===== src/rtl/uart_pkg.sv =====
// Shared types and limits for the UART transmit arbiter.
package uart_pkg;

   typedef enum logic [1:0] {
      ARB,
      ISSUE,
      WAIT_BUSY,
      WAIT_DONE
   } uart_arb_state_t;

   localparam int unsigned UartArbMaxReq = 8;

endpackage


===== src/rtl/uart_rr_pick.sv =====
// Round-robin pick: rotated priority encoder starting one past the last winner.
module uart_rr_pick #(
   parameter int unsigned NumReq = 4,
   parameter int unsigned IdxW   = $clog2(NumReq)
) (
   input  logic [NumReq-1:0] req,
   input  logic [NumReq-1:0] mask,
   input  logic [IdxW-1:0]   last,
   output logic [NumReq-1:0] gnt,
   output logic [IdxW-1:0]   idx,
   output logic              found
);

   logic [NumReq-1:0] cand;
   int unsigned       pos;

   assign cand = req & mask;

   always_comb begin
      gnt   = '0;
      idx   = '0;
      found = 1'b0;
      pos   = 0;
      for (int unsigned i = 1; i <= NumReq; i++) begin
         pos = (32'(last) + i) % NumReq;
         if (!found && cand[IdxW'(pos)]) begin
            found             = 1'b1;
            gnt[IdxW'(pos)]   = 1'b1;
            idx               = IdxW'(pos);
         end
      end
   end

endmodule


===== src/rtl/uart_tx_arbiter.sv =====
// Round-robin sharing of one uart_tx between NumReq byte streams.
// Optional packet lock (req_last) is enabled by defining UART_ARB_LOCK_EN.
module uart_tx_arbiter
   import uart_pkg::*;
#(
   parameter int unsigned NumReq   = 4,
   parameter int unsigned DataBits = 8,
   localparam int unsigned IdxW    = $clog2(NumReq)
) (
   input  logic                       clk,
   input  logic                       rst,
   input  logic [NumReq*DataBits-1:0] req_data,
   input  logic [NumReq-1:0]          req_valid,
`ifdef UART_ARB_LOCK_EN
   input  logic [NumReq-1:0]          req_last,
`endif
   output logic [NumReq-1:0]          req_ready,
   input  logic                       tx_ready,
   output logic [DataBits-1:0]        tx_data,
   output logic                       tx_valid,
   output logic [IdxW-1:0]            grant_id,
   output logic                       busy
);

   if (NumReq < 2 || NumReq > UartArbMaxReq) begin : gen_num_req_err
      $error("uart_tx_arbiter: NumReq must be in [2,8]");
   end

   uart_arb_state_t     state_q, state_d;
   logic [IdxW-1:0]     last_q, last_d;
   logic [IdxW-1:0]     grant_q, grant_d;
   logic [DataBits-1:0] hold_q, hold_d;
   logic [NumReq-1:0]   mask;
   logic [NumReq-1:0]   gnt;
   logic [IdxW-1:0]     win;
   logic                found;

`ifdef UART_ARB_LOCK_EN
   logic lock_q, lock_d;

   // While locked only the packet owner may be granted.
   assign mask = lock_q ? (NumReq'(1) << grant_q) : '1;

   always_ff @(posedge clk) begin
      if (rst) begin
         lock_q <= 1'b0;
      end else begin
         lock_q <= lock_d;
      end
   end
`else
   assign mask = '1;
`endif

   uart_rr_pick #(
      .NumReq (NumReq),
      .IdxW   (IdxW)
   ) u_pick (
      .req   (req_valid),
      .mask  (mask),
      .last  (last_q),
      .gnt   (gnt),
      .idx   (win),
      .found (found)
   );

   always_ff @(posedge clk) begin
      if (rst) begin
         state_q <= ARB;
         last_q  <= IdxW'(NumReq - 1);
         grant_q <= '0;
         hold_q  <= '0;
      end else begin
         state_q <= state_d;
         last_q  <= last_d;
         grant_q <= grant_d;
         hold_q  <= hold_d;
      end
   end

   always_comb begin
      state_d   = state_q;
      last_d    = last_q;
      grant_d   = grant_q;
      hold_d    = hold_q;
      req_ready = '0;
      tx_valid  = 1'b0;
`ifdef UART_ARB_LOCK_EN
      lock_d    = lock_q;
`endif
      unique case (state_q)
         ARB: begin
            if (tx_ready && found) begin
               req_ready = gnt;
               hold_d    = req_data[32'(win)*DataBits +: DataBits];
               grant_d   = win;
               last_d    = win;
               state_d   = ISSUE;
`ifdef UART_ARB_LOCK_EN
               lock_d    = ~req_last[win];
`endif
            end
         end
         ISSUE: begin
            tx_valid = 1'b1;
            state_d  = WAIT_BUSY;
         end
         // uart_tx drops ready one cycle after it samples the byte.
         WAIT_BUSY: begin
            if (!tx_ready) state_d = WAIT_DONE;
         end
         WAIT_DONE: begin
            if (tx_ready) state_d = ARB;
         end
         default: state_d = ARB;
      endcase
   end

   assign tx_data  = hold_q;
   assign grant_id = grant_q;
   assign busy     = (state_q != ARB);

endmodule

===== config.mk =====
export PLATFORM = sky130hd
export DESIGN_NAME = uart_tx_arbiter
export DESIGN_NICKNAME = d
export VERILOG_FILES = /design/src/rtl/uart_pkg.sv /design/src/rtl/uart_rr_pick.sv /design/src/rtl/uart_tx_arbiter.sv
export SDC_FILE = /design/constraint.sdc
export NUM_CORES = 1
export LEC_CHECK = 0
export CORE_MARGIN = 4
export CORE_UTILIZATION = 39
export DETAILED_ROUTE_END_ITERATION = 8
export GPL_TIMING_DRIVEN = 1
export HOLD_SLACK_MARGIN = 0.15
export PLACE_DENSITY = 0.85
export REMOVE_ABC_BUFFERS = 1
export SLEW_MARGIN = 0
export SYNTH_ARGS = -nofsm -noshare
export SYNTH_HDL_FRONTEND = slang
export SYNTH_HIERARCHICAL = 1
export SYNTH_SLANG_ARGS = --single-unit

===== constraint.sdc =====
create_clock -name clk -period 2.63 [get_ports clk]
set_input_delay 0.263 -clock clk [delete_from_list [all_inputs] [get_ports clk]]
set_output_delay 0.263 -clock clk [all_outputs]
set_load 0.02 [all_outputs]

Word-level counts from Yosys, hierarchy flattened
Index checks and enable logic that the tools add are counted.

Mux-type cells: 35. Bitwise gates (word level): 3. Order comparisons: 8. Shift operators: 1. Reduce and logical (&&, ||, !) cells: 15. Equality and inequality tests: 6. Add/subtract/negate cells: 4.

Operators with widths (count): 32-bit by 6-bit variable part select with 8-bit output (1); 4-bit 2-to-1 mux (6); 2-bit 2-to-1 mux (7); 1-bit 2-to-1 mux (13); 2-bit by 3-bit less-than comparator with 1-bit output, second input constant (4); 4-bit bitwise OR (3); 1-bit binary-select mux with 2-bit select (4); 1-bit demux with 2-bit select (4); 2-bit by 1-bit >= comparator with 1-bit output, second input constant (4); 1-bit logical AND (8); 2-bit case mux with 4 select lines (1); 2-bit != test, second input constant (3); 2-bit by 1-bit adder with 2-bit output, second input constant (2); 2-bit adder, second input constant (2); 2-bit equality test, second input constant (2); 1-bit logical NOT (3); 3-bit AND reduction (1); 2-bit by 1-bit equality test with 1-bit output, second input constant (1); 2-bit logical NOT (1); 2-bit AND reduction (1); 2-bit nonzero test (1).

Input bits: 39. Word-level logic and storage cells: 76. Register bits after elaboration: 14. Output and inout bits: 16.

Longest topological paths before layout
Depth after elaboration: 16. Depth in mapped cells: 10. Mapped depth without buffers: 9.

Cells and area by module
The synthesis kept the hierarchy.

By module, submodules not included: uart_tx_arbiter (times used 1, seq. area each 280.3 sq um, area each 799.5 sq um, cells each 85); uart_rr_pick (times used 1, seq. area each 0.0 sq um, area each 523.0 sq um, cells each 71).

Worst setup path after synthesis
No wires, ideal clock.

Path kind: register to register. Start: register last_q[1]. End: register hold_q[0], in the netlist tx_data[0]. Setup slack: -0.059 ns. Cell stages (with the launch flop): 11. Setup time: 0.132 ns. Buffers on the path: 1. Period minus slack after synthesis: 2.689 ns. Data arrival time: 2.557 ns. Cell sequence: dfxtp_1 > inv_1 > ha_1 > mux4_2 > nor2_2 > a31oi_1 > a21oi_1 > buf_6 > mux4_2 > nand2_1 > a21oi_1.

Elaborated cells between the ends (all ways): 29.

RTL lines: start, declared (line uart_tx_arbiter.sv:30) `logic [IdxW-1:0] last_q, last_d;`; start signal, assigned (line uart_tx_arbiter.sv:70) `last_q <= IdxW'(NumReq - 1);`; start signal, assigned (line uart_tx_arbiter.sv:75) `last_q <= last_d;`; 2-bit by 1-bit adder with 2-bit output (line uart_rr_pick.sv:25) `pos = (32'(last) + i) % NumReq;`; 1-bit binary-select mux with 2-bit select (line uart_rr_pick.sv:26) `if (!found && cand[IdxW'(pos)]) begin`; 1-bit 2-to-1 mux (implied by the code) (line uart_rr_pick.sv:26); 1-bit 2-to-1 mux (line uart_rr_pick.sv:26); 1-bit logical NOT (line uart_rr_pick.sv:26); 1-bit logical AND (line uart_rr_pick.sv:26); 1-bit 2-to-1 mux (line uart_rr_pick.sv:26); 1-bit logical NOT (line uart_rr_pick.sv:26); 1-bit logical AND (line uart_rr_pick.sv:26); 1-bit 2-to-1 mux (line uart_rr_pick.sv:26); 1-bit logical NOT (line uart_rr_pick.sv:26); 1-bit logical AND (line uart_rr_pick.sv:26); 2-bit 2-to-1 mux (*) (line uart_rr_pick.sv:26); net win[0] (line uart_tx_arbiter.sv:35) `logic [IdxW-1:0] win;`; 32-bit by 6-bit variable part select with 8-bit output (*) (line uart_tx_arbiter.sv:95) `hold_d = req_data[32'(win)*DataBits +: DataBits];`; end signal, assigned (line uart_tx_arbiter.sv:77) `hold_q <= hold_d;`; end, declared (line uart_tx_arbiter.sv:32) `logic [DataBits-1:0] hold_q, hold_d;`.

The timed path passes the listed nets; every way through them passes the cells marked *. The select of a mux whose other input is x is not followed. A chain may end at the register's enable or synchronous reset.

Worst setup path after layout
Start: register last_q[0]. End: register hold_q[5], in the netlist tx_data[5].

The elaborated chain is that of the path after synthesis.

==> flow_metrics.py <==
metrics = {
    "status": {
        "run_status": "finished, final reports clean",
    },
    "setup_path": {
        "timing.critical_path.arrival_ns": 2.70,
        "worstPathMaxFanout": 6,
        "timing.critical_path.mode_cell": "sky130_fd_sc_hd__mux4_2",
        "timing.reg2reg.worst_path_depth": 10,
        "crit_path_max_cell_delay_ns": 0.59,
        "worst_setup_ep_type": "flop",
        "timing_worst_setup_path_type": "reg2reg",
        "crit_path_top_delay_cell": "sky130_fd_sc_hd__mux4_2",
        "worst_ep_required_time_ns": 2.78,
        "crit_chain": "inv_2, buf_4, mux4_2, nor2_4, a31oi_1, a21oi_2, buf_6, mux4_2, nand2_1, a21oi_1",
        "critPathLaunchType": "flop",
    },
    "global_route": {
        "first_pass_grt_wire_length_um": 6330,
        "grt_max_degree": 17,
        "aggregate_global_routing_overflow": 0,
        "grt_use_total_pct": 18.4,
        "grt_pass1_vias": 1334,
        "initial_antenna_violation_count": 0,
    },
    "timing": {
        "finalCritPeriodShare_pct": 97.0,
        "layout_min_cycle_time_ns": 2.55,
        "max_slew_violation_total_from_the_final_report": 0,
        "clock_skew_ns": 0.00187,
        "setup_slack_ns": 0.0777,
        "worst_pin_slew_ns": 0.957,
        "maxSlewHeadroom_pct": 36.2,
        "timing.final.hold_violations": 0,
        "clock.fmax_ghz": 0.392,
        "setup_viol": 0,
    },
    "route": {
        "detail_route.iter0.violations": 125,
        "drtPass1Iterations": 4,
        "wl_per_cell_um": 14.8,
        "dr_total_vias": 1495,
        "drc": 0,
        "drt.antenna.violating_nets": 0,
        "mean_number_of_vias_per_cell": 5.21,
        "routed_wl_um": 4250,
    },
    "logic_synthesis": {
        "ys.flop_type": "sky130_fd_sc_hd__dfxtp_1",
        "synth-async-reset-ratio_pct": 0,
        "yosysSeqAreaShare_pct": 21.2,
        "synthCells": 156,
        "number_of_flops_mapped_to_enable_cells_by_yosys": 0,
        "post_synth_instance_area_um2": 1320,
        "synth_top_area_share_pct": 21.2,
        "synth.ff_latch_count": 14,
        "synthesis.area_per_instance_um2": 8.48,
        "yosysTopAreaCell": "sky130_fd_sc_hd__dfxtp_1",
        "ys_types": 40,
        "ys_top_cells_by_area": "sky130_fd_sc_hd__dfxtp_1 21%, sky130_fd_sc_hd__mux4_2 17%, sky130_fd_sc_hd__ha_1 11%",
        "yosysWarnings": 6,
    },
    "die": {
        "design.die.area_um2": 4390,
        "design.portCount": 55,
        "coreArea_um2": 3150,
        "die_h_um": 66.2,
        "die_width_um": 66.2,
        "std_cell_rows": 20,
        "start_util_pct": 41.9,
    },
    "cts": {
        "clkSlewWorstSetupHoldPaths_ns": 0.09,
        "htree_num_levels": 1,
        "tritoncts_clock_tree": "yes",
        "clkLatencyLatePin_ns": 0.28,
        "cts_root_buffer": "sky130_fd_sc_hd__clkbuf_4",
        "clkSinkCount": 14,
        "cts_buffers": 3,
        "clock_tree.buffer_depth": 2,
        "cts_hold_buffers": 0,
    },
    "finish": {
        "num-fill-cells": 251,
        "number_of_non_filler_instances_in_the_completed_layout": 287,
        "drive_gt1_share_pct": 21.4,
        "multiInputGateArea_um2": 1060,
        "insertedDiodeCount": 0,
        "area.sequential_um2": 280,
        "layout-area-overhead-vs-synth_pct": 62.5,
        "finalInstanceArea_um2": 2150,
        "utilization_pct": 68.2,
        "design.final.nets": 295,
    },
    "power": {
        "p_switching_uw": 611,
        "p_leak_uw": 0.000892,
        "pwr_density_cell_nw_per_um2": 686,
        "comb_power_share_pct": 68.9,
        "clock_power_share_pct": 10.7,
        "vdd_ir_drop_max_mv": 0.265,
        "post-layout-total-power_uw": 1470,
        "seq_power_share_pct": 20.4,
        "power.share.switching_pct": 41.4,
        "cellInternalPower_uw": 863,
    },
    "placement": {
        "routabilityCongestion": 0.950,
        "placed_cell_area_um2": 2090,
        "dpl.cell_count": 282,
        "port_buffers": 54,
        "place_ws_ns": -0.308,
        "hpwl_dp_um": 3260,
    },
    "flow_run": {
        "max-cap-violations": 0,
    },
    "min_path": {
        "hold_class": "reg2reg",
        "whs_path_depth": 2,
    },
}
-- final cells by class --
| type | instances | area share [%] |
|---|---|---|
| Multi-Input combinational cell | 142 | 49.1 |
| Timing Repair Buffer | 76 | 32.4 |
| Sequential cell | 14 | 13.0 |
| Tap cell | 44 | 2.56 |
| Clock buffer | 4 | 1.69 |
| Inverter | 7 | 1.22 |
-- final timing paths --
kind / startpoint / to / slack (ns)
worst max-delay path: last_q[0] / tx_data[5] / 0.08
worst min register to register: tx_data[6] / tx_data[6] / 0.46
worst min-delay path: tx_data[6] / tx_data[6] / 0.46
worst max register to register: last_q[0] / tx_data[5] / 0.08
-- cells by family after synthesis --
family	share of synthesized area (%)
AOI/OAI and AO/OA	18.2
adders and majority gates	11.4
buffers and inverters	4.82
DFF	21.2
muxes	17.8
other	0.284
and+or+nand+nor	26.4
-- power groups by stage --
stage          Combinational, µW  Sequential [µW]  Clock, µW
2_1_floorplan                538              360          0
3_3_place_gp                 935              301          0
3_5_place_dp                 959              305          0
4_1_cts                      960              300        159
5_1_grt                     1100              308        171
6_report                    1020              301        157
-- synthesized netlist by cell type, types with 2 or more instances --
library cell               count
sky130_fd_sc_hd__nand2_1      33
sky130_fd_sc_hd__a21oi_1      14
sky130_fd_sc_hd__dfxtp_1      14
sky130_fd_sc_hd__ha_1         12
sky130_fd_sc_hd__mux4_2       10
sky130_fd_sc_hd__and2_1        6
sky130_fd_sc_hd__inv_1         6
sky130_fd_sc_hd__o21ai_0       6
sky130_fd_sc_hd__nand3_1       5
sky130_fd_sc_hd__a221o_1       4
sky130_fd_sc_hd__nand2b_1      4
sky130_fd_sc_hd__nand4_1       4
sky130_fd_sc_hd__a211oi_1      3
sky130_fd_sc_hd__a31oi_1       3
sky130_fd_sc_hd__buf_2         3
sky130_fd_sc_hd__nor3_1        3
sky130_fd_sc_hd__a22o_1        2
sky130_fd_sc_hd__and2_2        2
-- what timing repair did --
| item | 4_1_cts | 5_1_grt |
|---|---|---|
| setup buffers | 0 | 0 |
| resized for setup | 8 | 16 |
| pin swaps | 0 | 2 |
| cloned | 0 | 1 |
| setup endpoints to repair | 6 | 12 |
-- per-layer routing --
metal	vias up	routed length, µm	track usage [%]
li1	734	-	-
met3	10	199	3.40
met1	692	1630	23.2
met4	0	99	2.03
met5	-	0	0
met2	59	2320	33.3
-- per-stage QoR --
stage	hold slack, ns	TNS, ns
final	0.458	0
after global routing	0.481	-0.0742
after CTS	0.459	0
after detailed placement	0.448	-3.35
after global placement	0.441	-2.30
after floorplan	0.332	-6.27
-- registers in the layout, indices dropped and copies added, names as in the netlist --
name	cells
grant_id	2
last_q	2
state_q	2
tx_data	8
-- cells in the final DEF, fill, tap and decap left out, drive strengths merged --
cell	count
o22ai	1
dlygate4sd2	1
o32ai	1
nor3	3
mux4	10
a22o	2
and2	8
nor4b	1
nand2b	4
a221o	4
clkbuf	8
ha	12
nor2	2
clkdlybuf4s50	49
nand2	34
o211ai	1
a211oi	3
and3b	1
o21ai	6
inv	7
dfxtp	14
or3	1
or2	1
nor4	1
a21bo	1
a21oi	14
o2111ai	1
buf	22
and3	2
nand4	4
mux2i	1
nand3b	1
a31oi	3
conb	14
nand3	5
-- critical path: cells and delay by family (launching register included) --
family | cells | cell delay [ns]
AOI/OAI and AO/OA | 3 | 0.33
buffers and inverters | 3 | 0.42
DFF | 1 | 0.34
muxes | 2 | 1.11
and+or+nand+nor | 2 | 0.22
No activity file was read; power rests on OpenSTA's default activity.
